File: src/rtl/wb2ahb_if.sv
// -----------------------------------------------------------------------------
// wb2ahb_if : bus bundle between a Wishbone master, the wb2ahb bridge and an
//             AHB slave/arbiter.
//
// Signals keep the bridge's port names so waveforms line up with the bridge:
//   Wishbone : adr_i, dat_i, dat_o, we_i, cyc_i, stb_i, ack_o (+ err_o)
//   AHB      : hbusreq, hgrant, haddr, htrans, hwrite, hsize, hburst,
//              hwdata, hrdata, hready, hresp
//
// Modports:
//   slave  - the bridge view (Wishbone slave that is also the AHB master)
//   master - the environment view (Wishbone master plus AHB slave/arbiter)
//
// Build option: WB2AHB_ERR_EN adds the err_o signal.
// -----------------------------------------------------------------------------
interface wb2ahb_if #(
   parameter int AWIDTH = 16,
   parameter int DWIDTH = 32
);
   // Wishbone side
   logic [AWIDTH-1:0] adr_i;
   logic [DWIDTH-1:0] dat_i;
   logic [DWIDTH-1:0] dat_o;
   logic              we_i;
   logic              cyc_i;
   logic              stb_i;
   logic              ack_o;
`ifdef WB2AHB_ERR_EN
   logic              err_o;
`endif

   // AHB side
   logic              hbusreq;
   logic              hgrant;
   logic [AWIDTH-1:0] haddr;
   logic [1:0]        htrans;
   logic              hwrite;
   logic [2:0]        hsize;
   logic [2:0]        hburst;
   logic [DWIDTH-1:0] hwdata;
   logic [DWIDTH-1:0] hrdata;
   logic              hready;
   logic [1:0]        hresp;

   modport slave (
      input  adr_i, dat_i, we_i, cyc_i, stb_i,
      input  hgrant, hrdata, hready, hresp,
      output dat_o, ack_o,
      output hbusreq, haddr, htrans, hwrite, hsize, hburst, hwdata
`ifdef WB2AHB_ERR_EN
      , output err_o
`endif
   );

   modport master (
      output adr_i, dat_i, we_i, cyc_i, stb_i,
      output hgrant, hrdata, hready, hresp,
      input  dat_o, ack_o,
      input  hbusreq, haddr, htrans, hwrite, hsize, hburst, hwdata
`ifdef WB2AHB_ERR_EN
      , input err_o
`endif
   );

endinterface

File: src/rtl/wb2ahb.sv
// -----------------------------------------------------------------------------
// wb2ahb : Wishbone classic slave to AHB master bridge.
//
// A Wishbone single read/write cycle is turned into one AHB SINGLE/NONSEQ
// transfer. Only one transfer is in flight; the Wishbone cycle is answered
// with a one-cycle ack_o once the AHB data phase has finished.
//
// Ports:
//   hclk     - single clock for both buses
//   hresetn  - asynchronous active-low reset
//   bus      - wb2ahb_if.slave: Wishbone slave signals (adr_i, dat_i, dat_o,
//              we_i, cyc_i, stb_i, ack_o[, err_o]) and AHB master signals
//              (hbusreq, hgrant, haddr, htrans, hwrite, hsize, hburst,
//              hwdata, hrdata, hready, hresp)
//
// Parameters:
//   AWIDTH   - address width on both sides
//   DWIDTH   - data width on both sides; hsize = log2(DWIDTH/8)
//
// Build option:
//   WB2AHB_ERR_EN - an AHB ERROR response is reported on err_o instead of
//                   ack_o. Without it, ERROR completes the cycle with ack_o
//                   and a read returns zero.
//
// All outputs come straight from flops.
// -----------------------------------------------------------------------------
module wb2ahb #(
   parameter int AWIDTH = 16,
   parameter int DWIDTH = 32
) (
   input  logic     hclk,
   input  logic     hresetn,
   wb2ahb_if.slave  bus
);

   typedef enum logic [2:0] {
      IDLE,
      REQ,
      ADDR,
      DATA,
      ACK
   } state_e;

   localparam logic [1:0] HTRANS_IDLE   = 2'b00;
   localparam logic [1:0] HTRANS_NONSEQ = 2'b10;
   localparam logic [1:0] HRESP_ERROR   = 2'b01;
   localparam logic [1:0] HRESP_RETRY   = 2'b10;
   localparam logic [1:0] HRESP_SPLIT   = 2'b11;
   localparam logic [2:0] HSIZE         = 3'($clog2(DWIDTH / 8));
   localparam logic [2:0] HBURST_SINGLE = 3'b000;

   state_e              state_q,   state_d;
   logic [AWIDTH-1:0]   adr_q,     adr_d;     // latched Wishbone request
   logic                we_q,      we_d;
   logic [DWIDTH-1:0]   wdat_q,    wdat_d;
   logic                drop_q,    drop_d;    // cyc_i went away: discard result
   logic                hbusreq_q, hbusreq_d;
   logic [AWIDTH-1:0]   haddr_q,   haddr_d;
   logic [1:0]          htrans_q,  htrans_d;
   logic                hwrite_q,  hwrite_d;
   logic [DWIDTH-1:0]   hwdata_q,  hwdata_d;
   logic [DWIDTH-1:0]   dat_q,     dat_d;
   logic                ack_q,     ack_d;
   logic                resp_busy;            // a response pulse is on the bus now
`ifdef WB2AHB_ERR_EN
   logic                berr_q,    berr_d;    // data phase ended with ERROR
   logic                err_q,     err_d;
`endif

   // ---------------------------------------------------------------------------
   // State register
   // ---------------------------------------------------------------------------
   always_ff @(posedge hclk or negedge hresetn) begin
      if (!hresetn) begin
         state_q   <= IDLE;
         adr_q     <= '0;
         we_q      <= 1'b0;
         wdat_q    <= '0;
         drop_q    <= 1'b0;
         hbusreq_q <= 1'b0;
         haddr_q   <= '0;
         htrans_q  <= HTRANS_IDLE;
         hwrite_q  <= 1'b0;
         hwdata_q  <= '0;
         dat_q     <= '0;
         ack_q     <= 1'b0;
`ifdef WB2AHB_ERR_EN
         berr_q    <= 1'b0;
         err_q     <= 1'b0;
`endif
      end else begin
         state_q   <= state_d;
         adr_q     <= adr_d;
         we_q      <= we_d;
         wdat_q    <= wdat_d;
         drop_q    <= drop_d;
         hbusreq_q <= hbusreq_d;
         haddr_q   <= haddr_d;
         htrans_q  <= htrans_d;
         hwrite_q  <= hwrite_d;
         hwdata_q  <= hwdata_d;
         dat_q     <= dat_d;
         ack_q     <= ack_d;
`ifdef WB2AHB_ERR_EN
         berr_q    <= berr_d;
         err_q     <= err_d;
`endif
      end
   end

   // The master samples ack_o at the same edge at which the bridge is back in
   // IDLE, and stb_i is still high at that edge. Ignoring the request while the
   // response pulse is on the bus keeps that edge from starting a second,
   // duplicate transfer.
`ifdef WB2AHB_ERR_EN
   assign resp_busy = ack_q | err_q;
`else
   assign resp_busy = ack_q;
`endif

   // ---------------------------------------------------------------------------
   // Next state and outputs
   // ---------------------------------------------------------------------------
   always_comb begin
      state_d   = state_q;
      adr_d     = adr_q;
      we_d      = we_q;
      wdat_d    = wdat_q;
      drop_d    = drop_q;
      hbusreq_d = hbusreq_q;
      haddr_d   = haddr_q;
      htrans_d  = htrans_q;
      hwrite_d  = hwrite_q;
      hwdata_d  = hwdata_q;
      dat_d     = dat_q;
      ack_d     = 1'b0;
`ifdef WB2AHB_ERR_EN
      berr_d    = berr_q;
      err_d     = 1'b0;
`endif

      // Once cyc_i drops during a transfer the AHB side still runs to the end,
      // but nothing is handed back to Wishbone.
      if (state_q != IDLE && !bus.cyc_i) begin
         drop_d = 1'b1;
      end

      unique case (state_q)
         IDLE: begin
            if (bus.cyc_i && bus.stb_i && !resp_busy) begin
               adr_d     = bus.adr_i;
               we_d      = bus.we_i;
               wdat_d    = bus.dat_i;
               drop_d    = 1'b0;
               hbusreq_d = 1'b1;
`ifdef WB2AHB_ERR_EN
               berr_d    = 1'b0;
`endif
               state_d   = REQ;
            end
         end

         REQ: begin
            // Bus ownership changes only on a ready edge, so both must be high.
            hbusreq_d = 1'b1;
            if (bus.hgrant && bus.hready) begin
               haddr_d  = adr_q;
               hwrite_d = we_q;
               htrans_d = HTRANS_NONSEQ;
               state_d  = ADDR;
            end
         end

         ADDR: begin
            if (bus.hready) begin
               htrans_d  = HTRANS_IDLE;
               hwdata_d  = wdat_q;
               hbusreq_d = 1'b0;
               state_d   = DATA;
            end
         end

         DATA: begin
            if (bus.hresp == HRESP_RETRY || bus.hresp == HRESP_SPLIT) begin
               // First response cycle: ask for the bus again right away.
               // Second cycle: go back and replay the same transfer; address,
               // direction and write data are still in the latches.
               hbusreq_d = 1'b1;
               if (bus.hready) begin
                  state_d = REQ;
               end
            end else if (bus.hready) begin
               state_d = ACK;
               if (bus.hresp == HRESP_ERROR) begin
`ifdef WB2AHB_ERR_EN
                  berr_d = 1'b1;
`else
                  if (!we_q && !drop_d) begin
                     dat_d = '0;
                  end
`endif
               end else if (!we_q && !drop_d) begin
                  dat_d = bus.hrdata;
               end
            end
         end

         ACK: begin
            state_d = IDLE;
            if (!drop_d) begin
`ifdef WB2AHB_ERR_EN
               if (berr_q) begin
                  err_d = 1'b1;
               end else begin
                  ack_d = 1'b1;
               end
`else
               ack_d = 1'b1;
`endif
            end
         end

         default: begin
            state_d = IDLE;
         end
      endcase
   end

   // ---------------------------------------------------------------------------
   // Outputs
   // ---------------------------------------------------------------------------
   assign bus.dat_o   = dat_q;
   assign bus.ack_o   = ack_q;
`ifdef WB2AHB_ERR_EN
   assign bus.err_o   = err_q;
`endif
   assign bus.hbusreq = hbusreq_q;
   assign bus.haddr   = haddr_q;
   assign bus.htrans  = htrans_q;
   assign bus.hwrite  = hwrite_q;
   assign bus.hwdata  = hwdata_q;
   assign bus.hsize   = HSIZE;
   assign bus.hburst  = HBURST_SINGLE;

endmodule

File: src/flat_wrapper.sv
// flat-port wrapper written by rule: the top's interface ports become plain ports
module wb2ahb_flat 
#(
   parameter int AWIDTH = 16,
   parameter int DWIDTH = 32
)
  (hclk, hresetn, bus_adr_i, bus_dat_i, bus_we_i, bus_cyc_i, bus_stb_i, bus_hgrant, bus_hrdata, bus_hready, bus_hresp, bus_dat_o, bus_ack_o, bus_hbusreq, bus_haddr, bus_htrans, bus_hwrite, bus_hsize, bus_hburst, bus_hwdata);
  wb2ahb_if #(.AWIDTH(AWIDTH), .DWIDTH(DWIDTH)) bus_i ();
  input  logic hclk;
  input  logic hresetn;
  input wire logic [$bits(bus_i.adr_i)-1:0] bus_adr_i;
  input wire logic [$bits(bus_i.dat_i)-1:0] bus_dat_i;
  input wire logic [$bits(bus_i.we_i)-1:0] bus_we_i;
  input wire logic [$bits(bus_i.cyc_i)-1:0] bus_cyc_i;
  input wire logic [$bits(bus_i.stb_i)-1:0] bus_stb_i;
  input wire logic [$bits(bus_i.hgrant)-1:0] bus_hgrant;
  input wire logic [$bits(bus_i.hrdata)-1:0] bus_hrdata;
  input wire logic [$bits(bus_i.hready)-1:0] bus_hready;
  input wire logic [$bits(bus_i.hresp)-1:0] bus_hresp;
  output wire logic [$bits(bus_i.dat_o)-1:0] bus_dat_o;
  output wire logic [$bits(bus_i.ack_o)-1:0] bus_ack_o;
  output wire logic [$bits(bus_i.hbusreq)-1:0] bus_hbusreq;
  output wire logic [$bits(bus_i.haddr)-1:0] bus_haddr;
  output wire logic [$bits(bus_i.htrans)-1:0] bus_htrans;
  output wire logic [$bits(bus_i.hwrite)-1:0] bus_hwrite;
  output wire logic [$bits(bus_i.hsize)-1:0] bus_hsize;
  output wire logic [$bits(bus_i.hburst)-1:0] bus_hburst;
  output wire logic [$bits(bus_i.hwdata)-1:0] bus_hwdata;
  assign bus_i.adr_i = bus_adr_i;
  assign bus_i.dat_i = bus_dat_i;
  assign bus_i.we_i = bus_we_i;
  assign bus_i.cyc_i = bus_cyc_i;
  assign bus_i.stb_i = bus_stb_i;
  assign bus_i.hgrant = bus_hgrant;
  assign bus_i.hrdata = bus_hrdata;
  assign bus_i.hready = bus_hready;
  assign bus_i.hresp = bus_hresp;
  assign bus_dat_o = bus_i.dat_o;
  assign bus_ack_o = bus_i.ack_o;
  assign bus_hbusreq = bus_i.hbusreq;
  assign bus_haddr = bus_i.haddr;
  assign bus_htrans = bus_i.htrans;
  assign bus_hwrite = bus_i.hwrite;
  assign bus_hsize = bus_i.hsize;
  assign bus_hburst = bus_i.hburst;
  assign bus_hwdata = bus_i.hwdata;
  wb2ahb #(.AWIDTH(AWIDTH), .DWIDTH(DWIDTH)) u_core (.hclk(hclk), .hresetn(hresetn), .bus(bus_i));
endmodule
File: config.mk
export PLATFORM = sky130hd
export DESIGN_NAME = wb2ahb_flat
export DESIGN_NICKNAME = d
export VERILOG_FILES = /design/src/rtl/wb2ahb_if.sv /design/src/rtl/wb2ahb.sv /design/src/flat_wrapper.sv
export SDC_FILE = /design/constraint.sdc
export NUM_CORES = 1
export LEC_CHECK = 0
export BUFFER_PORTS_ARGS = -buffer_cell sky130_fd_sc_hd__buf_2
export CAP_MARGIN = 15
export CELL_PAD_IN_SITES_DETAIL_PLACEMENT = 0
export CELL_PAD_IN_SITES_GLOBAL_PLACEMENT = 2
export CORE_MARGIN = 2
export CORE_UTILIZATION = 31
export CTS_BUF_LIST = sky130_fd_sc_hd__clkbuf_8
export DETAILED_ROUTE_END_ITERATION = 16
export GPL_TIMING_DRIVEN = 0
export MAX_ROUTING_LAYER = met4
export PLACE_DENSITY = 0.72
export SLEW_MARGIN = 0
export SYNTH_ARGS = -nofsm -noshare
export SYNTH_HDL_FRONTEND = slang
export SYNTH_SLANG_ARGS = --single-unit
File: constraint.sdc
create_clock -name hclk -period 2 [get_ports hclk]
set_input_delay 0.1 -clock hclk [delete_from_list [all_inputs] [get_ports hclk]]
set_output_delay 0.1 -clock hclk [all_outputs]
set_load 0.005 [all_outputs]
# --- Word level (Yosys, flattened, before mapping) ---
# Index checks and enable logic that the tools add are counted.
totals:
  ff_bits: 138
  latch_bits: 0
  mem_bits_rw: 0
  romBits: 0
  in_bits: 89
  out_inout_bits: 91
  word_cells: 68
  n_memories: 0
classes:
  addsub: 0
  multipliers: 0
  div_mod_pow: 0
  order_cmp: 0
  n_eq_ne: 12
  shift: 0
  mux: 22
  n_bitwise: 1
  reduce_logical: 21
op_table:
  columns: ["cell", "count"]
  rows:
  - ["32-bit 2-to-1 mux", 3]
  - ["3-bit 2-to-1 mux", 6]
  - ["3-bit one-hot mux with 4 select lines", 1]
  - ["4-bit AND reduction", 3]
  - ["1-bit 2-to-1 mux", 8]
  - ["3-bit by 2-bit equality test with 1-bit output, second input constant", 2]
  - ["2-bit by 1-bit != test with 1-bit output, second input constant", 3]
  - ["2-bit AND reduction", 3]
  - ["1-bit logical AND", 5]
  - ["2-bit equality test, second input constant", 2]
  - ["1-bit zero test", 4]
  - ["2-bit 2-to-1 mux", 2]
  - ["2-bit != test, second input constant", 2]
  - ["1-bit one-hot mux with 4 select lines", 1]
  - ["2-bit one-hot mux with 2 select lines", 1]
  - ["4-bit nonzero test", 1]
  - ["3-bit by 1-bit equality test with 1-bit output, second input constant", 1]
  - ["3-bit equality test, second input constant", 1]
  - ["3-bit zero test", 1]
  - ["3-bit AND reduction", 1]
  - ["3-bit nonzero test", 1]
  - ["2-bit by 1-bit equality test with 1-bit output, second input constant", 1]
  - ["2-bit nonzero test", 1]
  - ["1-bit logical OR", 1]
  - ["1-bit NOT", 1]

# --- Depth between registers and ports, before layout ---
depth:
  ltp_word: 7
  ltp_mapped: 5
  ltp_nobuf: 3

# --- Least setup slack after synthesis ---
# OpenSTA, ideal clock, no wires.
synth_path:
  path_type: "reg2reg"
  from: "register u_core.state_q[0]"
  to: "register u_core.haddr_q[10], in the netlist u_core.bus.haddr[10]"
  setup_time_ps: 125
  arrival_time_ps: 1604
  required_time_ps: 1875
  setup_slack_ps: 272
  path_stages_with_launch: 6
  period_less_slack_ps: 1728
  path_cell_list: "dfrtp_1 buf_2 nand3b_4 nor3b_2 buf_6 mux2_2"
synth_via:
  elab_chain_len: 2
synth_lines:
  columns: ["item", "line_no", "rtl"]
  rows:
  - ["from (decl)", "wb2ahb.sv:52", "state_e state_q, state_d;"]
  - ["from (signal assigned)", "wb2ahb.sv:92", "state_q <= state_d;"]
  - ["3-bit by 1-bit equality test with 1-bit output", "wb2ahb.sv:148", "unique case (state_q)"]
  - ["2-bit AND reduction (no line)", null, null]
  - ["to (signal assigned)", "wb2ahb.sv:98", "haddr_q <= haddr_d;"]
  - ["to (decl)", "wb2ahb.sv:58", "logic [AWIDTH-1:0] haddr_q, haddr_d;"]
# Every way passes these cells.
# A chain may end at the register's enable or synchronous reset.

# --- Worst setup path after layout ---
layout_path:
  from: "register u_core.state_q[2]"
  to: "register u_core.wdat_q[13]"
layout_via:
  elab_chain_len: 2
layout_lines:
  columns: ["item", "line_no", "rtl"]
  rows:
  - ["3-bit zero test", "wb2ahb.sv:148", null]
  - ["2-bit AND reduction (no line)", null, null]
  - ["to (signal assigned)", "wb2ahb.sv:95", "wdat_q <= wdat_d;"]
  - ["to (decl)", "wb2ahb.sv:55", "logic [DWIDTH-1:0] wdat_q, wdat_d;"]
# Every way passes these cells.

==> reports/metrics.csv <==
metric,value,unit
fill_cells,1628,
synth.most_common_cell,dfrtp_1,
die_width,137,um
total_leakage_power,0.00392,uW
power.share.clock,26.1,%
status,"finished, final reports clean",
worst-path-buf-inv,1,
area_delta_synth_final,47.4,%
drtIter0Drc,85,
drive_gt1_share,48.1,%
ir_drop,0.656,mV
ys_ff_latch,137,
crit_chain,or3_1 -> nor2_4 -> buf_4 -> mux2_2,
syn_area,5510,sq um
sequentialPowerShare,44.3,%
insertion_delay,440,ps
p_sw,3050,uW
dieArea,18900,sq um
synth_top_area_share,62.2,%
cts_tree,yes,
cts_root_buffer,clkbuf_8,
clockBufferDepth,2,
grt_remaining_overflow,0,
final_util,46.8,%
hold_violations,0,
dr_total_vias,3939,
antenna_left,0,
num_rows,48,
hp-class,primary input to register,
achievable-frequency,546,MHz
gp_congestion,0.765,
grt_pass1_vias,4107,
grt_max_degree,91,
swShare,28.6,%
cts_made_buffers,17,
async_flop_share,100,%
grtUsageTotal,14.7,%
core,17400,sq um
p_per_area,1310,nW/um^2
setup_viol,0,
synthCells,392,
p_comb_share,29.6,%
fp.dieH,137,um
drcViolationCount,0,
start_util,31.8,%
htree_levels,4,
intPower,7620,uW
synth_edf_count,0,
via_per_inst,4.28,
reg2reg_slack,170,ps
cts.sink_count,137,
avgSynthCellArea,14.1,sq um
synth.distinct_cells,29,
ys_top_cells_by_area,"dfrtp_1, mux2_2, mux2i_1, nand2_1, inv_1",
yosys.area.top_type,dfrtp_1,
crit_family,simple AND/OR/NAND/NOR gates,
yosysWarnings,0,
wl_per_cell,14.1,um
cp.required,2330,ps
max-cap-violations,0,
grt_pass1_wl,20700,um
rsz0062_at_grt,no,
crit_fanout,10,
finalPower,10700,uW
final.min_clock_period,1830,ps
ys_top_cells_by_count,"dfrtp_1, mux2_2, nand2_1",
worst_slew_pin_slew,503,ps
drv_slew,0,
wirelength,13000,um
cp_slowest_cell,dfrtp_1,
max_stage_delay,480,ps
cp-end-kind,register,
drtPass1Iterations,4,
ys_seq_area_share,62.2,%
post-dp-hpwl,9020,um
finClkSkew,13.6,ps
io-pin-count,180,
port_buffers,172,
arrival,2160,ps
antenna_found_initial,1,
crit_type,register to register,
critPathLaunchType,register,
clkSlewWorstSetupHoldPaths,80,ps
nets,771,
relSlewSlack,66.5,%
synth_top_flop_cell,dfrtp_1,
timing.final.crit_share,91.5,%
## power groups by stage
stage	combinational, uW	clock [uW]	sequential, uW
2_1_floorplan	1640	0	4760
3_3_place_gp	2970	0	4710
3_5_place_dp	3040	0	4790
4_1_cts	3200	2870	4740
5_1_grt	3540	3000	4910
6_report	3160	2790	4720
## cells in the final DEF (no fill, tap or decap), types with 3 or more instances in the layout
cell type      count
nor2_1             4
buf_4             20
mux2_2            94
inv_1             35
conb_1             7
bufinv_16          6
mux2i_1           33
buf_6              5
dlygate4sd3_1     85
buf_2            176
clkbuf_1           3
mux2_1             4
nand2_1           37
clkinv_4           3
dfrtp_1          137
clkbuf_8          18
## timing repair
item                                    in CTS  in global routing
endpoints found under the setup margin      22                 95
resized for setup                            2                  2
buffers inserted                             0                  8
pin swaps                                    0                  2
hold buffers                                85                  0
endpoints found under the hold margin      129                  0
## sequential cells by signal, indices dropped and copies added, names as in the netlist
name,flops
u_core.we_q,1
u_core.bus.hwdata,32
u_core.bus.haddr,16
u_core.bus.hwrite,1
u_core.bus.ack_o,1
u_core.drop_q,1
u_core.bus.htrans,1
u_core.wdat_q,32
u_core.bus.dat_o,32
u_core.bus.hbusreq,1
u_core.adr_q,16
u_core.state_q,3
## layer usage
layer  part of all wire, %  track usage (%)  vias to the layer above
li1                      -                -                     1876
met3                   7.8             5.81                       13
met2                    47             22.9                      128
met5                     0                -                        -
met4                   1.0             4.12                        0
met1                    44             17.7                     1922
## worst reg2reg max path, cell delays in order, from the launching register on
cell and delay (ps):
dfrtp_1 480, or3_1 450, nor2_4 200, buf_4 230, mux2_2 360
## stage by stage
stage                     worst slack, ps  TNS (ps)  instances  hold slack (ps)  instance area [sq um]
after global routing                 53.7         0        921             65.4                   8130
after detailed placement            -34.7      -281        795             69.9                   6710
after CTS                            24.2         0        912             8.69                   8060
after floorplan                       272         0        397             -196                   5530
after global placement              -1040   -141350        794              319                   6680
final                                 170         0        921             36.0                   8130
## worst paths after layout
kind                                                    start                          endpoint  cells after the start
worst max-delay path            u_core.state_q[2]$_DFFE_PN0P_     u_core.wdat_q[13]$_DFFE_PN0P_                      4
worst min-delay path                             bus_hresp[0]  u_core.bus.dat_o[12]$_DFFE_PN0P_                      4
worst max register to register  u_core.state_q[2]$_DFFE_PN0P_     u_core.wdat_q[13]$_DFFE_PN0P_                      4
worst min register to register    u_core.adr_q[5]$_DFFE_PN0P_       u_core.adr_q[5]$_DFFE_PN0P_                      1
max in group asynchronous                             hresetn     u_core.bus.hwrite$_DFFE_PN0P_                      3
min in group asynchronous                             hresetn  u_core.bus.dat_o[10]$_DFFE_PN0P_                      2
## final cells by class
cell class	count	area, sq um	area share (%)
Tap cell	225	282	3.46
Sequential cell	137	3430	42.2
Clock buffer	18	248	3.05
Timing Repair Buffer	266	1810	22.2
Multi-Input combinational cell	201	1820	22.4
Clock inverter	14	244	3.00
Inverter	35	131	1.62
Antenna cell	1	2.50	0.0308
Buffer	24	171	2.11
## cells by family (layout without fill, tap and decap cells)
family          after synthesis  after routing  share of synthesized area (%)
other cells                   2              8                          0.136
simple gates                 55             55                           4.97
mux                         131            131                           26.0
flops                       137            137                           62.2
compound gates                8              8                           1.23
buf+inv                      59            357                           5.49
Note: power is estimated with default switching activity, not from simulation.
